--- config.mk ---
export PLATFORM = sky130hd
export DESIGN_NAME = tdi_axis_line_splitter
export DESIGN_NICKNAME = d
export VERILOG_FILES = /design/src/rtl/tdi_axis_line_splitter.sv
export SDC_FILE = /design/constraint.sdc
export NUM_CORES = 2
export LEC_CHECK = 0
export ABC_AREA = 1
export BUFFER_PORTS_ARGS = -buffer_cell sky130_fd_sc_hd__buf_2
export CORE_AREA = 2 2 624 626
export DETAILED_ROUTE_END_ITERATION = 12
export DIE_AREA = 0 0 626 628
export PLACE_DENSITY = 0.46
export SKIP_LAST_GASP = 1
export SLEW_MARGIN = 15
export SYNTH_ARGS = -nofsm -noshare
export SYNTH_HDL_FRONTEND = slang
export SYNTH_SLANG_ARGS = --single-unit
export TNS_END_PERCENT = 1
--- constraint.sdc ---
create_clock -name clk -period 2.3 [get_ports clk]
set_input_delay 0.115 -clock clk [delete_from_list [all_inputs] [get_ports clk]]
set_output_delay 0.115 -clock clk [all_outputs]
set_load 0.05 [all_outputs]
--- src/rtl/tdi_axis_line_splitter.sv ---
// TDI line splitter: routes whole AXI-Stream lines from one input to two
// RDMA channels, alternating line by line or duplicating each line to both.
// Each channel has a 2-deep output FIFO. Input ready depends only on
// registered state and enable, so there is no ready path from the outputs.
module tdi_axis_line_splitter #(
   parameter int DATA_WIDTH = 512,
   parameter int CNT_WIDTH  = 32
) (
   input  logic                  clk,
   input  logic                  rst_n,
   input  logic                  enable,
   input  logic                  bcast_mode,
   input  logic                  sync_clear,
   input  logic [DATA_WIDTH-1:0] s_axis_tdata,
   input  logic                  s_axis_tvalid,
   output logic                  s_axis_tready,
   input  logic                  s_axis_tlast,
   output logic [DATA_WIDTH-1:0] m0_axis_tdata,
   output logic                  m0_axis_tvalid,
   input  logic                  m0_axis_tready,
   output logic                  m0_axis_tlast,
   output logic [DATA_WIDTH-1:0] m1_axis_tdata,
   output logic                  m1_axis_tvalid,
   input  logic                  m1_axis_tready,
   output logic                  m1_axis_tlast,
   output logic [CNT_WIDTH-1:0]  line_cnt_0,
   output logic [CNT_WIDTH-1:0]  line_cnt_1,
   output logic                  busy
);

   typedef enum logic {S_IDLE = 1'b0, S_LINE = 1'b1} state_t;

   state_t state_reg, state_next;
   logic   sel_reg, sel_next;
   logic   mode_reg, mode_next;
   logic   clr_pend_reg, clr_pend_next;
   logic   run_reg;

   logic   cur_mode, room, accept, line_end, clr_req, clr_now;
   logic [1:0] push, pop, m_ready, m_valid, m_last, fifo_space;
   logic [1:0][DATA_WIDTH-1:0] m_data;
   logic [1:0][CNT_WIDTH-1:0]  line_cnt;

   assign m_ready  = {m1_axis_tready, m0_axis_tready};
   assign accept   = s_axis_tvalid && s_axis_tready;
   assign line_end = accept && s_axis_tlast;
   // The first beat of a line is routed with the live mode; later beats use the latched one.
   assign push[0]  = accept && (cur_mode || !sel_reg);
   assign push[1]  = accept && (cur_mode ||  sel_reg);

   // FSM state register
   always_ff @(posedge clk or negedge rst_n) begin
      if (!rst_n) state_reg <= S_IDLE;
      else        state_reg <= state_next;
   end

   // FSM next state: a non-last beat opens a line, the tlast beat closes it
   always_comb begin
      state_next = state_reg;
      case (state_reg)
         S_IDLE:  if (accept && !s_axis_tlast) state_next = S_LINE;
         S_LINE:  if (line_end)                state_next = S_IDLE;
         default: state_next = S_IDLE;
      endcase
   end

   // FSM outputs: busy flag and input ready (enable gates only line starts)
   always_comb begin
      busy     = (state_reg == S_LINE);
      cur_mode = (state_reg == S_IDLE) ? bcast_mode : mode_reg;
      if (cur_mode) room = fifo_space[0] && fifo_space[1];
      else          room = fifo_space[sel_reg];
      s_axis_tready = run_reg && ((state_reg == S_IDLE) ? enable : 1'b1) && room;
   end

   // Channel pointer, mode latch and deferred sync_clear
   always_comb begin
      clr_req = clr_pend_reg || sync_clear;
      // A clear never splits a line: in IDLE it applies unless a multi-beat line is starting.
      clr_now = clr_req && (((state_reg == S_IDLE) && !(accept && !s_axis_tlast)) || line_end);
      clr_pend_next = clr_req && !clr_now;
      mode_next = (state_reg == S_IDLE) ? bcast_mode : mode_reg;
      if (clr_now)                    sel_next = 1'b0;
      else if (line_end && !cur_mode) sel_next = !sel_reg;
      else                            sel_next = sel_reg;
   end

   // Control registers
   always_ff @(posedge clk or negedge rst_n) begin
      if (!rst_n) begin
         sel_reg      <= 1'b0;
         mode_reg     <= 1'b0;
         clr_pend_reg <= 1'b0;
         run_reg      <= 1'b0;
      end else begin
         sel_reg      <= sel_next;
         mode_reg     <= mode_next;
         clr_pend_reg <= clr_pend_next;
         run_reg      <= 1'b1;
      end
   end

   genvar gi;
   generate
      for (gi = 0; gi < 2; gi++) begin : g_ch
         logic [DATA_WIDTH:0]  mem_reg [2];
         logic                 wr_ptr_reg, rd_ptr_reg;
         logic [1:0]           cnt_reg;
         logic [CNT_WIDTH-1:0] lcnt_reg;

         assign m_valid[gi]    = (cnt_reg != 2'd0);
         assign pop[gi]        = m_valid[gi] && m_ready[gi];
         assign fifo_space[gi] = (cnt_reg != 2'd2);
         assign m_data[gi]     = mem_reg[rd_ptr_reg][DATA_WIDTH-1:0];
         assign m_last[gi]     = mem_reg[rd_ptr_reg][DATA_WIDTH];
         assign line_cnt[gi]   = lcnt_reg;

         // Two-entry FIFO of {tlast, tdata}; head entry drives the channel outputs
         always_ff @(posedge clk or negedge rst_n) begin
            if (!rst_n) begin
               mem_reg[0] <= '0;
               mem_reg[1] <= '0;
               wr_ptr_reg <= 1'b0;
               rd_ptr_reg <= 1'b0;
               cnt_reg    <= 2'd0;
            end else begin
               if (push[gi]) begin
                  mem_reg[wr_ptr_reg] <= {s_axis_tlast, s_axis_tdata};
                  wr_ptr_reg          <= !wr_ptr_reg;
               end
               if (pop[gi]) rd_ptr_reg <= !rd_ptr_reg;
               case ({push[gi], pop[gi]})
                  2'b10:   cnt_reg <= cnt_reg + 2'd1;
                  2'b01:   cnt_reg <= cnt_reg - 2'd1;
                  default: cnt_reg <= cnt_reg;
               endcase
            end
         end

         // Delivered-line counter; clear wins over a same-cycle increment
         always_ff @(posedge clk or negedge rst_n) begin
            if (!rst_n)                       lcnt_reg <= '0;
            else if (clr_now)                 lcnt_reg <= '0;
            else if (pop[gi] && m_last[gi])   lcnt_reg <= lcnt_reg + 1'b1;
         end
      end
   endgenerate

   assign m0_axis_tdata  = m_data[0];
   assign m0_axis_tvalid = m_valid[0];
   assign m0_axis_tlast  = m_last[0];
   assign m1_axis_tdata  = m_data[1];
   assign m1_axis_tvalid = m_valid[1];
   assign m1_axis_tlast  = m_last[1];
   assign line_cnt_0     = line_cnt[0];
   assign line_cnt_1     = line_cnt[1];

endmodule

---- Word-level counts from Yosys, hierarchy flattened ----
Cells that the tools add are included.
Widths: inputs -> output; s select.
operators by class
  multiply operators ...................... 0
  bitwise logic cells ..................... 5
  div/mod/pow operators ................... 0
  $add $sub $neg .......................... 6
  shifts and indexed selects .............. 0
  reductions and logical operators ........ 38
  magnitude comparators ................... 7
  muxes and demuxes ....................... 28
  eq/ne operators ......................... 6
operators by type and width
  cell                   number
  $mux 513               8
  $bwmux 1026            2
  $demux 513 s1          2
  $mux 32                4
  $add 32x1->32 const B  2
  $logic_and 1x1->1      18
  $reduce_bool 2->1      7
  $logic_not 1->1        9
  $mux 1                 9
  $ge 2x2->1 const B     4
  $not 1->2              4
  $pmux 2 s2             2
  $add 2x1->2 const B    2
  $eq 2x1->1 const B     2
  $eq 2x2->1 const B     2
  $logic_or 1x1->1       4
  $lt 2x1->1 const B     2
  $ne 2x2->1 const B     2
  $sub 2x1->2 const B    2
  $lt 1x2->1 const B     1
  $pmux 1 s2             1
  $not 1->1              1
storage, ports and cells
  output and inout port bits .............. 1094
  RAM bits ................................ 0
  ROM bits ................................ 0
  flip-flop bits (word level) ............. 2129
  memories ................................ 0
  word-level logic and storage cells ...... 107
  bits in latches ......................... 0

---- Longest topological paths before layout ----
  depth in word-level cells ............... 13
  gate-level depth with buffers ........... 13
  depth with buffers taken out ............ 12

---- Worst setup path before layout ----
No wires, ideal clock.
  kind .................................... register to register
  start ................................... register state_reg, in the netlist busy
  end ..................................... register sel_reg
  setup slack ............................. -0.038 ns
  arrival time ............................ 2.220 ns
  stages on the path, launching flop included .. 10
  setup time .............................. 0.119 ns
  period minus slack after synthesis ...... 2.338 ns
  path buffers ............................ 0
  data required time ...................... 2.181 ns
  cell sequence ........................... dfrtp_1 -> nand2_1 -> nand2_2 -> inv_2 -> nand2_1 -> nand2_1 -> nor2_1 -> nand4_1 -> nor2_1 -> nor2_1
between the ends
  cells in the longest elaborated chain, start to end .. 10
  elaborated cells between the ends (all ways) .. 17
  those cells by class .................... mux (4); bitwise (1); reduce/logical (12)
RTL lines
  element                                             line  RTL
  start, declared                                     33    state_t state_reg, state_next;
  start signal, assigned                              54    else state_reg <= state_next;
  $mux 1 (*)                                          -
  via cur_mode                                        39    logic cur_mode, room, accept, line_end, clr_req, clr_now;
  $mux 1 (*)                                          71    if (cur_mode) room = fifo_space[0] && fifo_space[1];
  $logic_and 1x1->1 (*)                               73    s_axis_tready = run_reg && ((state_reg == S_IDLE) ? enable : 1'b1) && room;
  via s_axis_tready                                   16    output logic s_axis_tready,
  $logic_and 1x1->1 (*)                               45    assign accept = s_axis_tvalid && s_axis_tready;
  $logic_and 1x1->1                                   80    clr_now = clr_req && (((state_reg == S_IDLE) && !(accept && !s_axis_tlast)) || line_end);
  $logic_not 1->1                                     80
  $logic_and 1x1->1                                   80
  $logic_or 1x1->1                                    80
  $logic_and 1x1->1                                   80
  $mux 1 / $reduce_bool 2->1 (equally long branches)  -
  end signal, assigned                                96    sel_reg <= sel_next;
  end, declared                                       34    logic sel_reg, sel_next;
Mark *: on every way through the listed nets, which the timed path passes. The rest lies on a longest branch.
A chain may end at the register's enable or synchronous reset.

---- Worst setup path in the final report ----
  start ................................... register g_ch[0].rd_ptr_reg
  end ..................................... output m0_axis_tdata[125]
between the ends
  cells in the longest elaborated chain, start to end .. 4
RTL lines
  element                          line  RTL
  start, declared                  107   logic wr_ptr_reg, rd_ptr_reg;
  start signal, assigned           131   if (pop[gi]) rd_ptr_reg <= !rd_ptr_reg;
  $not 1->2 (not written as such)  114   assign m_data[gi] = mem_reg[rd_ptr_reg][DATA_WIDTH-1:0];
  $mux 513 (3 in a row)            -
  end, declared                    18    output logic [DATA_WIDTH-1:0] m0_axis_tdata,
Every way passes these cells. The select of a mux whose other input is x is not followed.

==> results.md <==
* Status: finished with violations
* Failing checks: setup timing
* Max clock buf depth at 4
* Req. time, crit path at 2.18 ns
* Count of pins over their slew limit at 0
* Ys Warns at 0
* Hpwl dp at 298,800 um
* # DRC at 0
* Static Leak at 0.06509 uW
* Unrepaired setup endpoints after global routing: true
* Startpoint Class: register
* Gpl congestion at 0.9103
* Via count at 81.97k
* Post-synth top area share at 0.5883
* Worst Path Class, Setup: reg -> out
* Worst VDD drop at 0.001389 V
* Vias in the first global route at 79.00k
* Initial DRC Count at 6,386
* Post-synth net total at 11.66k
* Wirelength per Cell at 22.32 um
* Total Wirelength at 416,300 um
* Final antenna-violating net count at 0
* Cell area power density at 1823 nW/um^2
* Dpl cells at 17.57k
* Final period util at 1.210
* First-pass GRT wire length at 580,800 um
* Area growth syn-to-layout at 37.02%
* Worst EP arrival at 2.67 ns
* Sequential fraction of the synthesis area at 0.5883
* Commonest non-fill, non-tap cells in the layout: 5,311 x nand2_1, 2,127 x dfrtp_1, 1,628 x o21ai_0
* Grt total ovfl at 0
* Worst skew pair latency at 0.89 ns
* Largest register FFs at 2,052
* FMAX at 359.3 MHz
* Worst-Margin Slew at 1.027 ns
* Most common cell after layout, fill and taps aside: nand2_1
* CTS buffer count at 266
* Ports at 1,615
* Worst slack at placement at -0.01609 ns
* Final min period at 2.783 ns
* Root Buffer: clkbuf_16
* Cells after Synth at 11.13k
* Count of state elements after synthesis at 2,129
* Non-filler cells, final at 18.65k
* Post-Syn Area per Cell at 8.135 sq um
* Final Worst Setup Slack at -0.4834 ns
* TritonCTS clock tree: yes
* Initial Util at 0.2339
* Unique masters post-synth at 33
* Die Wd at 626 um
* Synth area leaders: dfrtp_1 59%, nand2_1 22%, o21ai_0 9.0%, inv_1 2.6%, o21ai_1 2.4%
* Die area at 393,100 sq um
* Slew headroom at 0.3156
* Clock transition at the registers of the reported paths at 0.06 ns
* Die Y at 628 um
* Post-synthesis cell area at 90,560 sq um
* CTS sink count at 2,129
* Setup TNS Final at -357.06 ns
* Critical Path Sink Type: primary output
* CP Max Fanout at 27
* Share of cells above drive strength 1 at 0.1809
* Final Setup Violations at 1,067
* Vias/cell at 4.394
* H-tree depth reported by CTS at 5
* Nets at 13.74k
* Std-Cell Rows at 229
* Hold Slack at 0.02264 ns
* Largest net degree at the start of global routing at 116
* Port Buffers at 1,614
* GR Util All Layers at 0.1995
* Hold WC Path Type: in -> reg
* Pre-antenna DRT Iters at 6
* Core Box Area at 387,100 sq um
* Top cell type by total area after synthesis: dfrtp_1
* Final hold viol count at 0
* Initial antenna violation count at 59
* Max Clock Skew at 0.05371 ns
* MaxCap Viol Count at 0
## worst paths after layout
check                      depth (start not counted)  slack, ns                          endpoint                              from
min                                                5       0.02    g_ch[1].rd_ptr_reg$_DFFE_PN0P_                    m1_axis_tready
min in group asynchronous                          3       0.13  g_ch[0].mem_reg[394]$_DFFE_PN0P_                             rst_n
max reg2reg                                       12      -0.06         line_cnt_0[5]$_DFFE_PN0P_    g_ch[0].rd_ptr_reg$_DFFE_PN0P_
max                                                6      -0.48                m0_axis_tdata[125]    g_ch[0].rd_ptr_reg$_DFFE_PN0P_
min reg2reg                                        2       0.48  g_ch[0].mem_reg[224]$_DFFE_PN0P_  g_ch[0].mem_reg[224]$_DFFE_PN0P_
max in group asynchronous                          3       1.15        line_cnt_1[18]$_DFFE_PN0P_                             rst_n
## stage by stage
step | util | power [uW] | cell area, sq um
6_report | 0.3205 | 226100 | 124100
5_1_grt | 0.3205 | 238000 | 124100
4_1_cts | 0.3168 | 223800 | 122600
3_5_place_dp | 0.2787 | 177700 | 107900
3_3_place_gp | 0.2787 | 176900 | 107900
2_1_floorplan | - | 134000 | 90560
## final cells by class
class                      instances  area (sq um)
tap                             5197          6502
multi-input combinational       7674         31940
inverter                         640          2441
sequential                      2129         53280
antenna                           39         97.59
clock buffer                     385          7770
clock inverter                    82          1140
fill                           41160        263000
timing repair buffer            2508         20910
## cells in the mapped netlist
master / count
a21o_1: 1
a21oi_1: 8
a21oi_4: 1
and2_1: 1
and3_1: 2
buf_1: 15
buf_2: 176
buf_4: 14
buf_6: 25
clkbuf_1: 459
clkinv_1: 1
conb_1: 1
dfrtp_1: 2129
ha_1: 4
inv_1: 635
inv_2: 4
nand2_1: 5330
nand2_2: 5
nand3_1: 74
nand3b_1: 12
nand4_1: 16
nand4_4: 1
nor2_1: 110
nor2_4: 1
nor3_1: 12
nor4_1: 1
o21ai_0: 1628
o21ai_1: 431
o21bai_1: 4
o31ai_1: 1
or2_2: 8
xnor2_1: 7
xor2_1: 15
## kinds of logic after synthesis
kind of cell	share of synthesized area
xor gates and xnor gates	0.002128
AOI/OAI and AO/OA	0.1149
other	0.00004141
adders and majority gates	0.0005527
DFF	0.5883
buffers and inverters	0.06017
and+or+nand+nor	0.2339
## report_power, final
part	switching (uW)	internal, uW
sequential	8620	54000
combinational	88900	31700
clock	17500	25400
## metal layers
metal  part of all wire  track usage
met1               0.42       0.2501
met2               0.47       0.3238
met3              0.064      0.04283
met4              0.051      0.09916
met5            0.00014            0
## worst max-delay path, cell delays in order (launching register included)
cell and delay, ns:
dfrtp_4 0.57, clkinv_8 0.14, buf_16 0.21, buf_12 0.24, nand2_1 0.07, nand2_1 0.22
buf_12 0.18
## repair_timing
| action | CTS | global route |
|---|---|---|
| hold endpoints to repair | 4202 | 0 |
| hold buffers | 533 | 0 |
| gates cloned | 6 | 29 |
| buffers inserted | 1 | 10 |
| endpoints found under the setup margin | 1030 | 2454 |
| gates resized for setup | 94 | 216 |
(Power assumes the default switching activity.)
